--- src/rtl/cp0_exc_ctrl.sv ---
// cp0_exc_ctrl
// Coprocessor-0 exception sequencer. Exceptions and interrupts are detected at
// the MEM stage. When one is taken, the block records EPC, the Cause ExcCode and
// Status.EXL, flushes the pipeline and then redirects fetch to VECTOR. An eret
// flushes the pipeline and redirects fetch to EPC in one cycle. The block owns
// the Status (12), Cause (13) and EPC (14) registers and serves mtc0/mfc0
// accesses to them.
//
// Ports
//   clk, rst_n          core clock; asynchronous active-low reset
//   exc_ov/ri/sys       synchronous exception flags from the MEM-stage instruction
//   exc_pc              PC of the MEM-stage instruction (the EPC for every cause)
//   int_in[5:0]         level-sensitive interrupt lines, sampled into Cause.IP
//   eret                eret in MEM
//   mtc0_we/addr/data   CP0 write port
//   mfc0_addr/data      CP0 read port (combinational, no bypass)
//   busy                sequencer is not idle (the hazard unit stalls IF/ID)
//   flush               kills the IF, ID, EX and MEM pipeline registers
//   redirect            PC mux selects redirect_pc
//   redirect_pc         redirect target
//
// Outputs are Moore outputs decoded from the state register. Exception path:
// IDLE -> FLUSH -> VECT -> IDLE. Eret path: IDLE -> ERET -> IDLE.
module cp0_exc_ctrl #(
    parameter logic [31:0] VECTOR = 32'h0000_0004
) (
    input  logic        clk,
    input  logic        rst_n,
    input  logic        exc_ov,
    input  logic        exc_ri,
    input  logic        exc_sys,
    input  logic [31:0] exc_pc,
    input  logic [5:0]  int_in,
    input  logic        eret,
    input  logic        mtc0_we,
    input  logic [4:0]  mtc0_addr,
    input  logic [31:0] mtc0_data,
    input  logic [4:0]  mfc0_addr,
    output logic [31:0] mfc0_data,
    output logic        busy,
    output logic        flush,
    output logic        redirect,
    output logic [31:0] redirect_pc
);

    typedef enum logic [1:0] {
        S_IDLE  = 2'd0,
        S_FLUSH = 2'd1,
        S_VECT  = 2'd2,
        S_ERET  = 2'd3
    } state_t;

    localparam logic [4:0] REG_STATUS = 5'd12;
    localparam logic [4:0] REG_CAUSE  = 5'd13;
    localparam logic [4:0] REG_EPC    = 5'd14;

    state_t      state, state_next;

    logic [7:0]  status_im;
    logic        status_exl;
    logic        status_ie;
    logic [5:0]  cause_ip;
    logic [4:0]  exc_code;
    logic [31:0] epc;

    logic        idle;
    logic        exc_pend;
    logic        int_pend;
    logic        take;
    logic        eret_go;
    logic [4:0]  code_next;

    // Write-data bits with no backing Status bit.
    logic        unused_ok;
    assign unused_ok = ^{mtc0_data[31:16], mtc0_data[7:2]};

    assign idle     = (state == S_IDLE);
    assign exc_pend = exc_ov | exc_ri | exc_sys;
    // Interrupts use the registered IP, so a line must still be high when IP
    // is sampled. No edge is latched.
    assign int_pend = status_ie & ~status_exl & (|(cause_ip & status_im[7:2]));
    assign take     = idle & (exc_pend | int_pend);
    assign eret_go  = idle & eret & ~take;

    always_comb begin
        code_next = 5'd0;
        if (exc_ov)       code_next = 5'd12;
        else if (exc_ri)  code_next = 5'd10;
        else if (exc_sys) code_next = 5'd8;
        else              code_next = 5'd0;
    end

    // Next-state logic and Moore outputs.
    always_comb begin
        state_next  = state;
        busy        = 1'b0;
        flush       = 1'b0;
        redirect    = 1'b0;
        redirect_pc = 32'h0;
        case (state)
            S_IDLE: begin
                if (take)         state_next = S_FLUSH;
                else if (eret_go) state_next = S_ERET;
            end
            S_FLUSH: begin
                busy       = 1'b1;
                flush      = 1'b1;
                state_next = S_VECT;
            end
            S_VECT: begin
                busy        = 1'b1;
                redirect    = 1'b1;
                redirect_pc = VECTOR;
                state_next  = S_IDLE;
            end
            S_ERET: begin
                busy        = 1'b1;
                flush       = 1'b1;
                redirect    = 1'b1;
                redirect_pc = epc;
                state_next  = S_IDLE;
            end
            default: state_next = S_IDLE;
        endcase
    end

    always_ff @(posedge clk or negedge rst_n) begin
        if (!rst_n) begin
            state <= S_IDLE;
        end else begin
            state <= state_next;
        end
    end

    // CP0 register file. The exception update has priority over mtc0, and
    // nothing except IP sampling changes outside IDLE apart from the
    // clearing of EXL when ERET exits.
    always_ff @(posedge clk or negedge rst_n) begin
        if (!rst_n) begin
            status_im  <= 8'h0;
            status_exl <= 1'b0;
            status_ie  <= 1'b0;
            cause_ip   <= 6'h0;
            exc_code   <= 5'h0;
            epc        <= 32'h0;
        end else begin
            cause_ip <= int_in;
            if (take) begin
                epc        <= exc_pc;
                exc_code   <= code_next;
                status_exl <= 1'b1;
            end else if (idle && mtc0_we) begin
                if (mtc0_addr == REG_STATUS) begin
                    status_im  <= mtc0_data[15:8];
                    status_exl <= mtc0_data[1];
                    status_ie  <= mtc0_data[0];
                end else if (mtc0_addr == REG_EPC) begin
                    epc <= mtc0_data;
                end
            end
            if (state == S_ERET) begin
                status_exl <= 1'b0;
            end
        end
    end

    always_comb begin
        mfc0_data = 32'h0;
        case (mfc0_addr)
            REG_STATUS: mfc0_data = {16'h0, status_im, 6'h0, status_exl, status_ie};
            REG_CAUSE:  mfc0_data = {16'h0, cause_ip, 3'h0, exc_code, 2'h0};
            REG_EPC:    mfc0_data = epc;
            default:    mfc0_data = 32'h0;
        endcase
    end

endmodule

--- config.mk ---
export PLATFORM = sky130hd
export DESIGN_NAME = cp0_exc_ctrl
export DESIGN_NICKNAME = d
export VERILOG_FILES = /design/src/rtl/cp0_exc_ctrl.sv
export SDC_FILE = /design/constraint.sdc
export NUM_CORES = 1
export LEC_CHECK = 0
export ABC_AREA = 1
export BUFFER_PORTS_ARGS = -buffer_cell sky130_fd_sc_hd__buf_4
export CAP_MARGIN = 40
export CORE_MARGIN = 3
export CORE_UTILIZATION = 45
export CTS_BUF_LIST = sky130_fd_sc_hd__clkbuf_4 sky130_fd_sc_hd__clkbuf_8 sky130_fd_sc_hd__clkbuf_16
export DETAILED_ROUTE_END_ITERATION = 8
export PLACE_DENSITY_LB_ADDON = 0.1
export REMOVE_ABC_BUFFERS = 1
export SETUP_SLACK_MARGIN = 0.2
export SYNTH_ARGS = -nofsm -noshare
export SYNTH_HDL_FRONTEND = slang
export SYNTH_SLANG_ARGS = --single-unit
--- constraint.sdc ---
create_clock -name clk -period 2.2 [get_ports clk]
set_input_delay 0.44 -clock clk [delete_from_list [all_inputs] [get_ports clk]]
set_output_delay 0.44 -clock clk [all_outputs]
set_load 0.01 [all_outputs]
==> results.md, run 1 <==
- The flow ran to the end, and the final reports show no timing, DRC or antenna violations.
- Dividing the detail-routed wire length by the instance count gives 13.6 um.
- The setup path with the least slack is of type input port to output pin.
- For the worst setup path, the data required time is 1.76 ns.
- Dividing the final minimum period by the clock period gives 86.0%.
- The cell area that synthesis handed to floorplanning was 0.00319 sq mm.
- The slowest stage of the critical path belongs to the cell clkinv_1.
- Entering global routing, the biggest net connects 54 pins.
- After clock tree synthesis, the clock-pin slew on the worst setup and hold paths is 0.09 ns.
- Derived from the worst setup path, the maximum achievable clock frequency is 529 MHz.
- The routability congestion estimate from global placement is 0.780.
- The die covers 0.00814 sq mm.
- The repair_antennas step left the layout with diodes totalling 0.
- The post-placement cell count is 702.
- The startpoint identified for the worst register-to-register timing path is state[0]$_DFFE_PN0P_.
- The initial antenna violation count came to 0.
- In this run the number of H-tree levels came out at 2.
- Setup repair after global routing left no endpoint under its margin.
- After synthesis, the netlist uses 22 different library cells.
- Setup violations remaining at the end of the flow were counted as 0.
- The total wire length after detailed routing is 9630 um.
- The final core utilization is 66.6%.
- The total overflow left after global routing is 0.
- The starting density of the core is 46.7%.
- The first global-routing pass estimated 16000 um of wire.
- The minimum clock period is 1.89 ns.
- In this run the number of cells on the critical path is 8.
- The total I/O pin count is 154.
- The non-filler instance count after layout is 710.
- In this run, the number of DRC markers left after iteration 0 of detailed routing was 138.
- The number of synthesis warnings is 0.
- Before antenna repair, the detailed router went through 4 iterations.
- The fraction of final layout cells sized beyond drive strength 1 is 30.1%.
- Data arrives at the worst endpoint at 1.45 ns.
- The worst setup skew after layout is 0.0102 ns.
- The floorplan has 30 rows.
- The number of endpoints with negative hold slack in the final report is 0.
- The detail-routed via count per cell is 4.85.
- The critical path endpoint category is an output pin.
- Summed over all cells, the static leakage comes to 2.59 nW.
- The clock passes through at most 2 buffers.
- Across the run, the number of max-cap violations was 0.
- For the pin with the worst max-slew slack, the measured transition is 0.669 ns.
- The worst-skew pair later-pin latency is 0.31 ns.
- The number of pins exceeding their max-slew limit in the final report was 0.
- For this run, the register share of the synthesized area comes to 41.6%.
- The global router's overall resource usage is 23.8%.
- Synthesis inferred 53 register bits.
- The buffer and inverter count on the worst path is 3.
- The total CTS buffers is 5.
- The growth of design area from synthesis to finish is 42.6%.
- The worst slack on hold paths is 0.148 ns.
- The cell count of the worst reg-to-reg path is 8.
- The mean instance size in the synthesized netlist is 6.76 sq um.
- Across all layers, the routed design uses 3441 vias.
- The highest net fanout along the worst path is 9.
- For this design, the CTS-stage hold fixing added 0 buffers.
- The count of unresolved DRC violations after routing is 0.
- The height of the die is 90.2 um.
- The tree built by TritonCTS fans out to 53 sinks.
- The count of nets left with antenna violations once routing finished came out at 0.
- STA classifies the critical path startpoint as an input port.
- After floorplanning, the core was sized to cover 0.00683 sq mm.
- The power density relative to cell area is 1030 mW/mm^2.
- The number of global-route vias before repair came to 3434.
- The number of I/O port buffers is 153.
- The register-to-register setup slack is 0.51 ns.
- Synthesis handed over a netlist of 472 instances.
- The kind of cell with the highest combined delay along the critical path is buffers and inverters.
- The capturing point of the worst reg2reg path is status_exl$_DFFE_PN0P_.
- The detailed-placement wirelength estimate is 6920 um.
- The cell sitting at the root of the clock tree is a clkbuf_8.
- In this design, the stage delay of the slowest critical-path cell is 0.28 ns.
- The worst min-delay path class is input port to async pin.
- TritonCTS built the clock tree.
- Walking the worst path, the cells encountered are buf_4 -> nand2_1 -> nor2_1 -> nand2_1 -> clkinv_1 -> nand2_1 -> o211ai_1 -> buf_4.
- In the final design database the tool counted 700 nets.
- IR analysis of the VDD net gives a maximum drop of 0.000454 V.
- The cell that appears most often on the critical path is nand2_1.
- The horizontal die dimension is 90.2 um.
- The normalized max-slew margin is 55.4%.
-- power by group --
group / switching (mW) / internal [mW]
clock network: 0.312 / 0.384
registers: 0.241 / 1.39
logic: 1.37 / 0.981
total: 1.93 / 2.76
-- what timing repair did --
item                                    in CTS  in global routing
gates resized for setup                      1                  2
endpoints found under the setup margin      23                  2
setup buffers                                0                  0
-- worst register-to-register path: cells and delay by family, from the launching register on --
kind	cells	cell delay [ns]
buf+inv	3	0.59
flops	1	0.46
simple gates	5	0.58
-- logic make-up (layout without fill, tap and decap cells) --
family,Yosys count,count (layout),synth area share (%)
buf+inv,73,215,9.49
compound gates,19,19,3.53
simple gates,327,327,45.4
flops,53,53,41.6
-- synthesized netlist by cell type --
library cell,count,share of area (%)
nand2_2,4,0.78
buf_4,4,0.94
nand4_1,1,0.20
nor2_1,59,6.9
o211ai_1,6,1.4
o22ai_1,2,0.39
clkbuf_1,11,1.3
o21ai_0,8,1.3
inv_1,38,4.5
nand3_1,41,6.4
clkinv_1,1,0.12
nor3_1,1,0.16
inv_2,5,0.59
dfrtp_1,53,42
nor4_4,1,0.67
nand3b_1,34,8.0
nor3b_2,1,0.39
buf_1,3,0.35
buf_2,11,1.7
a21oi_1,3,0.47
or2_2,1,0.20
nand2_1,184,22
-- sequential cells by signal, summed over array words and instances, names as in the netlist --
name        cells
status_ie       1
state           2
status_im       8
cause_ip        6
exc_code        3
status_exl      1
epc            32
-- layout make-up --
type	count	area [sq um]
clock buffer	7	90.1
clock inverter	1	30.0
fill	633	2280
inverter	44	165
multi-input combinational	346	1570
sequential	53	1330
tap	96	120
timing repair buffer	163	1250
-- worst max path at each step --
stage	startpoint	to	slack (ns)
2_1_floorplan	exc_ov	status_exl$_DFFE_PN0P_	-0.17
3_3_place_gp	mfc0_addr[3]	mfc0_data[12]	0.38
3_5_place_dp	mfc0_addr[4]	mfc0_data[15]	0.31
4_1_cts	state[0]$_DFFE_PN0P_	redirect_pc[19]	0.30
5_1_grt	mfc0_addr[2]	mfc0_data[8]	0.24
6_report	mfc0_addr[3]	mfc0_data[15]	0.31
-- layer usage --
metal,part of all wire [%],vias up,GRT usage [%]
met2,52,118,42.9
li1,-,1740,-
met4,0.85,0,6.12
met5,0,-,0
met3,7.1,9,5.86
met1,40,1574,28.1
-- per-stage QoR --
step           setup slack (ns)  total power, mW  cell area (sq um)  TNS, ns
2_1_floorplan            -0.171             3.06               3050    -3.45
3_3_place_gp              0.383             3.94               4420        0
3_5_place_dp              0.309             4.00               4420        0
4_1_cts                   0.302             4.70               4540        0
5_1_grt                   0.244             5.14               4550        0
6_report                  0.309             4.68               4550        0
-- cells in the final DEF (no fill, tap or decap) --
cell and instances:
a21oi_1 3, buf_12 2, buf_4 161, bufinv_16 1
clkbuf_4 1, clkbuf_8 6, clkinv_1 1, dfrtp_1 53
inv_1 37, inv_2 6, nand2_1 183, nand2_2 4
nand2_4 1, nand3_1 41, nand3b_1 34, nand4_1 1
nor2_1 59, nor3_1 1, nor3b_2 1, nor4_4 1
o211ai_1 6, o21ai_0 8, o22ai_1 2, or2_2 1
Note: power is estimated with default switching activity, not from simulation.
==> inputs of run 2 (changes only) <==
--- a/config.mk
+++ b/config.mk
@@ -12,8 +12,8 @@
 export CORE_UTILIZATION = 45
 export CTS_BUF_LIST = sky130_fd_sc_hd__clkbuf_4 sky130_fd_sc_hd__clkbuf_8 sky130_fd_sc_hd__clkbuf_16
 export DETAILED_ROUTE_END_ITERATION = 8
+export MAX_ROUTING_LAYER = met4
 export PLACE_DENSITY_LB_ADDON = 0.1
-export REMOVE_ABC_BUFFERS = 1
 export SETUP_SLACK_MARGIN = 0.2
 export SYNTH_ARGS = -nofsm -noshare
 export SYNTH_HDL_FRONTEND = slang
==> run 2 against run 1 <==
Critical path depth is the same; non-clock buffer count is 1 higher; register-to-register slack worse by 0.06 ns; setup slack worse by 0.011 ns; sequential power barely moved; clock skew is 0.0032 ns lower; fmax down 0.60%; die area is the same; via count barely moved; wire length fell by 0.58%; core utilization fell by 0.33 points; critical endpoint is now mfc0_data[1]; largest cell class unchanged; highest routed layer unchanged.
==> results.md, run 2 (synthesis results as in run 1) <==
- After the last flow step, the layout net total stands at 701.
- The growth of design area from synthesis to finish is 41.9%.
- The core box area is 0.00683 sq mm.
- The analysis attributes to cell leakage a power of 2.58 nW.
- Per report_power, the combinational group accounts for 51.6% of the total.
- The number of setup buffers added after CTS is 0.
- Setup repair after global routing could not meet its margin everywhere.
- The sequential share of power is 35.9%.
- The global-route wire length before repair is 15900 um.
- For the final database, setup skew stands at 0.00702 ns.
- The number of endpoints with negative hold slack in the final report is 0.
- Dividing total power by cell area gives a power density of 1000 mW/mm^2.
- After clock tree synthesis, the flow added hold-fix buffers numbering 0.
- The completed layout was analyzed and its total power is 4.55 mW.
- STA puts the critical path data required time at 1.76 ns.
- STA classifies the critical path endpoint as an output pin.
- The height of the die is 90.2 um.
- For this block, the initial DRC count from the detailed router was 161.
- The number of levels the H-tree was split into is 2.
- The count of maximum capacitance violations is 0.
- The worst-case clock buffer depth is 2.
- Leaving out fill and tap cells, the most frequent cells in the layout are nand2_1, buf_4, nor2_1, dfrtp_1, nand3_1.
- After clock tree synthesis, the clock-pin slew on the worst setup and hold paths is 0.09 ns.
- Leaving out fill and tap cells, the most frequent cell in the layout is nand2_1.
- The post-route netlist has 30.1% of its cells at a drive strength greater than 1.
- The detail-routed via count per cell is 4.84.
- Headroom to the max-slew limit came out at 53.5%.
- The total CTS buffers is 5.
- Summed over all layers, the routed wires come to 9570 um.
- The number of global-route vias before repair came to 3379.
- The CTS tree is built.
- epc holds more flip-flops than any other register.
- In the final timing run, aggregate negative setup slack is 0 ns.
- The number of I/O port buffers is 153.
- The run finished with clean final reports.
- At the end of routability-driven placement, the weighted congestion stood at 0.823.
- The internal power is 2.61 mW.
- The number of sinks on the clock net is 53.
- The worst min-delay path class is input port to async pin.
- The non-filler instance count after layout is 710.
- The largest registers in the layout are epc x32, status_im x8, cause_ip x6.
- The critical path arrival is 1.46 ns.
- The initialized floorplan defines 30 standard-cell rows.
- The share of total power in the clock network is 12.5%.
- The net switching component of the power is 1.94 mW.
- The total congestion overflow after global routing is 0.
- Of the total power, the share spent switching nets is 42.6%.
- Summed over all nets, the half-perimeter wirelength after detailed placement is 6800 um.
- The number of pins exceeding their max-slew limit in the final report is 0.
- The horizontal die dimension is 90.2 um.
- The die covers 0.00814 sq mm.
- Entering global routing, the biggest net connects 54 pins.
- The starting density of the core is 46.7%.
- The minimum clock period is 1.90 ns.
- The worst ir drop on vdd is 0.000661 V.
- The maximum clock frequency is 526 MHz.
- Of all nets on the critical path, the largest fanout is 9.
- Global routing used 24.5% of the available tracks.
- The post-synthesis net count is 559.
- The post-detailed-route wirelength per cell is 13.5 um.
- The root cell of the clock tree is clkbuf_8.
- Setup violations remaining at the end of the flow were counted as 0.
- The pin slew with the least headroom to its limit is 0.698 ns.
- During I/O placement, the number of pins put on the boundary was 154.
- The register with the most flip-flops in the layout has 32 of them.
- The worst-skew pair later-pin latency is 0.31 ns.
- The initial antenna violation count is 0.
- Of the available clock period, the critical path in the final layout requires 86.5%.
- The kind of start point of the critical path is an input port.
- The setup path with the least slack is of type input port to output pin.
- The final antenna diode count is 0.
- The first detailed-routing pass took 4 iterations.
- The post-placement cell count is 703.
- The post-detailed-route count of antenna-violating nets is 0.
- The count of unresolved DRC violations after routing is 0.
- The routed layout has 3438 vias.
run 2: layer usage:
layer  global-route usage, %  routed length (um)  up-vias  share of wire, %
li1                        -                   -     1740                 -
met1                    30.8                4180     1592                44
met2                    41.4                4790      102                50
met3                    6.19                 576        4               6.0
met4                    2.55                  26        0              0.27
met5                       -                   0        -                 0
run 2: critical path, stage by stage:
cell      delay (ns)
buf_4           0.11
nand2_1         0.05
nor2_1          0.05
nand2_1         0.10
clkinv_1        0.26
nand2_1         0.15
o21ai_0         0.13
buf_4           0.17
run 2: stage by stage:
step                      setup slack (ns)  hold WS [ns]  area (sq um)  utilization, %
final                                0.298         0.161          4530            66.3
after detailed placement             0.290         0.463          4430            64.8
after global placement               0.297         0.458          4430            64.8
after CTS                            0.289         0.195          4520            66.2
after global routing                 0.195         0.206          4530            66.3
after floorplan                      0.546         0.144          3190               -
run 2: worst paths after layout:
| kind | from | depth (start not counted) | to | slack [ns] |
|---|---|---|---|---|
| setup / recovery | mfc0_addr[3] | 8 | mfc0_data[1] | 0.30 |
| hold / removal | rst_n | 1 | epc[11]$_DFFE_PN0P_ | 0.16 |
| setup reg to reg | state[1]$_DFFE_PN0P_ | 8 | exc_code[1]$_DFFE_PN0P_ | 0.45 |
| hold reg to reg | status_ie$_DFFE_PN0P_ | 2 | status_ie$_DFFE_PN0P_ | 0.49 |
| max in group asynchronous | rst_n | 1 | cause_ip[5]$_DFF_PN0_ | 1.57 |
| min in group clk | int_in[4] | 1 | cause_ip[4]$_DFF_PN0_ | 0.23 |
run 2: layout make-up:
class                   instances  area [sq um]
fillers                       625          2300
multi-input cells             346          1570
inverters                      44           165
flip-flops and latches         53          1330
clock buffers                   6          82.6
repair buffers                164          1260
clock inverters                 1          7.51
well taps                      96           120
run 2: power groups by stage:
| stage | combinational [mW] | sequential (mW) | clock, mW |
|---|---|---|---|
| after floorplan | 1.58 | 1.58 | 0 |
| after global routing | 2.68 | 1.68 | 0.641 |
| after global placement | 2.30 | 1.63 | 0 |
| final | 2.34 | 1.63 | 0.570 |
| after CTS | 2.36 | 1.62 | 0.584 |
| after detailed placement | 2.36 | 1.63 | 0 |
run 2: what timing repair did:
action | in CTS | in global routing
gates resized for setup | 1 | 2
hold endpoints to repair | 0 | 0
setup endpoints to repair | 23 | 4
==> inputs of run 3 (changes only) <==
--- a/config.mk
+++ b/config.mk
@@ -11,9 +11,10 @@
 export CORE_MARGIN = 3
 export CORE_UTILIZATION = 45
 export CTS_BUF_LIST = sky130_fd_sc_hd__clkbuf_4 sky130_fd_sc_hd__clkbuf_8 sky130_fd_sc_hd__clkbuf_16
+export CTS_CLUSTER_SIZE = 28
 export DETAILED_ROUTE_END_ITERATION = 8
 export MAX_ROUTING_LAYER = met4
-export PLACE_DENSITY_LB_ADDON = 0.1
+export PLACE_DENSITY = 0.8
 export SETUP_SLACK_MARGIN = 0.2
 export SYNTH_ARGS = -nofsm -noshare
 export SYNTH_HDL_FRONTEND = slang
==> constraint.sdc (replaced) <==
create_clock -name clk -period 1.8 [get_ports clk]
set_input_delay 0.36 -clock clk [delete_from_list [all_inputs] [get_ports clk]]
set_output_delay 0.36 -clock clk [all_outputs]
set_load 0.01 [all_outputs]
==> run 3 against run 2 <==
Hold slack worse by 0.074 ns; clock skew grew 0.0012 ns; count of clock-buffer cells in the layout shrank 1; clock power is 43% higher; total power is 61% higher; setup slack lost 0.20 ns; combinational power grew 90%; critical path type unchanged; largest power group unchanged; highest routed layer unchanged.
==> results.md, run 3 (synthesis results as in run 1) <==
- In the layout the commonest cells are nand2_1, buf_4, dfrtp_1, nand3_1, inv_1.
- The global router's overall resource usage is 25.9%.
- Combinational cells account for 60.7% of the total power.
- The initial antenna violation count is 0.
- The normalized max-slew margin is 54.6%.
- The static power due to leakage is 2.93 nW.
- Adding up every negative setup slack in the final design gives 0 ns.
- The initial utilization of the core area, before any placement, comes to 46.7%.
- The worst setup path is of the input port to output pin kind.
- The number of sinks on the clock net is 53.
- The count of final setup violators is 0.
- At the pin with the least slew margin, the transition time is 0.682 ns.
- In this run the remaining antenna-violating nets after routing total 0.
- Among cell families on the critical path, the largest total delay comes from buffers and inverters.
- The worst-case clock buffer depth is 2.
- The number of flip-flops in the largest register is 32.
- The number of nets in the finished design is 731.
- The number of endpoints with negative hold slack in the final report was 0.
- The largest registers in the layout are epc x32, status_im x8, cause_ip x6.
- STA classifies the critical path startpoint as an input port.
- For the worst setup path, the data required time is 1.44 ns.
- The first global-routing pass estimated 16700 um of wire.
- The worst setup skew after layout is 0.00819 ns.
- The number of global-route vias before repair is 3565.
- The critical path endpoint category is an output pin.
- The count of maximum capacitance violations is 0.
- The largest stage delay on the critical path is 0.18 ns.
- Counting flops per register, the top entry is epc.
- Setup repair after global routing could not meet its margin everywhere.
- The count of unresolved DRC violations after routing is 0.
- The post-synthesis net count is 559.
- Static timing analysis puts the maximum clock frequency at 586 MHz.
- The number of I/O port buffers is 153.
- The most common cell type on the critical path is buf_6.
- The clock network accounts for 11.1% of the total power.
- The growth of design area from synthesis to finish is 75.3%.
- The area enclosed by the die boundary is 0.00814 sq mm.
- TritonCTS built the clock tree.
- The library cell used most frequently in the layout, excluding fill and tap cells, is nand2_1.
- The flow ran to the end, and the final reports show no timing, DRC or antenna violations.
- The highest-delay cell along the critical path is o211ai_1.
- The horizontal die dimension is 90.2 um.
- The number of hold-repair buffers added at the cts stage is 0.
- After clock tree synthesis, the clock-pin slew on the worst setup and hold paths is 0.10 ns.
- Across the VDD grid, the largest voltage drop is 0.00105 V.
- The worst setup slack before clock tree synthesis is 0.0326 ns.
- After detailed routing, the total wire length is 13900 um.
- The worst hold path belongs to the class input port to async pin.
- The minimum clock period is 1.71 ns.
- STA puts the critical path data arrival time at 1.35 ns.
- The fraction of final layout cells sized beyond drive strength 1 is 43.8%.
- The repair_antennas step left the layout with diodes totalling 0.
- In the final routed layout, each cell accounts on average for 18.8 um.
- The buffer and inverter count on the worst path is 4.
- The wire-length estimate of the detail-placed layout is 7460 um.
- The cell sitting at the root of the clock tree is a clkbuf_8.
- The routability congestion estimate from global placement is 0.860.
- Global routing finished with a remaining overflow of 0.
- For the worst-skew pair, the clock arrives at the later sink with an insertion delay of 0.31 ns.
- The slack of the critical path is 0.0944 ns.
- Of the total power, registers draw 28.2%.
- The core box area is 0.00683 sq mm.
- The number of levels the H-tree was split into is 2.
- Entering global routing, the biggest net connects 54 pins.
- Using the TritonRoute via totals, the vias-per-cell ratio works out to 5.61.
- The power density relative to cell area is 1310 mW/mm^2.
- The number of pins exceeding their max-slew limit in the final report is 0.
- In this run the power spent charging and discharging nets is 3.29 mW.
- Buffers inserted during clock tree synthesis total 5.
- The final critical path takes up 94.8% of the cycle.
- The internal power is 4.03 mW.
- Traced cell by cell, the critical path runs through buf_8 -> nand2_4 -> nor2_4 -> nand3b_1 -> buf_6 -> buf_6 -> o211ai_1 -> buf_4.
- The die is 90.2 um tall.
- The final route contains 4153 vias.
- In this run the worst path has a maximum fanout of 6.
- The standard-cell row count is 30.
- Of the total power, the share spent switching nets is 44.9%.
- The number of design-rule violations left by the first detailed-router iteration is 417.
- The detailed-routing iteration count for the pre-antenna-repair pass is 6.
- During I/O placement, the number of pins put on the boundary was 154.
-- run 3: cell count changes in the layout (fill, tap and decap cells not counted), moves of 4 or more --
cell / before / now
nor2_2: 0 / 18
nand2_4: 1 / 5
o21ai_2: 0 / 4
nor2_4: 0 / 30
buf_8: 0 / 6
nor2_1: 59 / 11
buf_4: 162 / 136
buf_6: 0 / 33
buf_12: 2 / 8
clkbuf_16: 0 / 10
o21ai_0: 8 / 2
nand2_1: 183 / 175
-- run 3: final timing paths --
check	from	endpoint	slack, ns	cells after the start
setup / recovery	mfc0_addr[3]	mfc0_data[13]	0.09	8
hold / removal	rst_n	status_im[4]$_DFFE_PN0P_	0.09	1
setup reg to reg	state[1]$_DFFE_PN0P_	epc[17]$_DFFE_PN0P_	0.13	9
hold reg to reg	epc[24]$_DFFE_PN0P_	epc[24]$_DFFE_PN0P_	0.52	2
max in group asynchronous	rst_n	state[1]$_DFFE_PN0P_	1.23	1
min in group clk	int_in[5]	cause_ip[5]$_DFF_PN0_	0.14	1
-- run 3: worst register-to-register path, stage by stage (launching register included) --
cell and delay, ns:
dfrtp_2 0.47, inv_2 0.11, nand2_4 0.09, nor4_4 0.29
buf_6 0.22, buf_12 0.17, nand2_1 0.06, nand2_1 0.07
nand2_1 0.07, nand2_1 0.08
-- run 3: per-stage QoR --
stage	std cells	power (mW)	instance area (sq um)	util (%)	hold slack, ns
after floorplan	472	3.86	3190	-	0.0644
after global placement	707	4.86	4460	65.3	0.437
final	740	7.33	5590	81.9	0.0867
after global routing	740	7.74	5590	81.9	0.134
after detailed placement	707	4.98	4460	65.3	0.437
after CTS	717	5.85	4630	67.8	0.105
-- run 3: routing by layer --
layer | routed length [um] | track usage (%) | share of wire [%] | up-vias
met4 | 740 | 7.65 | 5.3 | 0
li1 | - | - | - | 1809
met2 | 6890 | 43.6 | 49 | 312
met1 | 4890 | 32.2 | 35 | 1950
met3 | 1390 | 4.44 | 10 | 82
met5 | 0 | - | 0 | -
-- run 3: final cells by class --
| cell class | instances | area (sq um) |
|---|---|---|
| multi-input cells | 347 | 1970 |
| repair buffers | 193 | 1890 |
| flip-flops and latches | 53 | 1330 |
| fillers | 419 | 1240 |
| inverters | 44 | 176 |
| well taps | 96 | 120 |
| clock buffers | 5 | 68.8 |
| clock inverters | 2 | 35.0 |
-- run 3: what timing repair did --
item | 4_1_cts | 5_1_grt
resized for setup | 17 | 167
gates cloned | 0 | 14
setup buffers | 3 | 9
pin swaps | 2 | 12
setup endpoints to repair | 70 | 110
-- run 3: power groups by stage --
stage                     sequential [mW]  clock (mW)  combinational (mW)
after floorplan                      1.93           0                1.93
after global placement               1.99           0                2.87
after detailed placement             2.01           0                2.97
after CTS                            2.00       0.805                3.05
after global routing                 2.11       0.849                4.79
final                                2.06       0.814                4.45
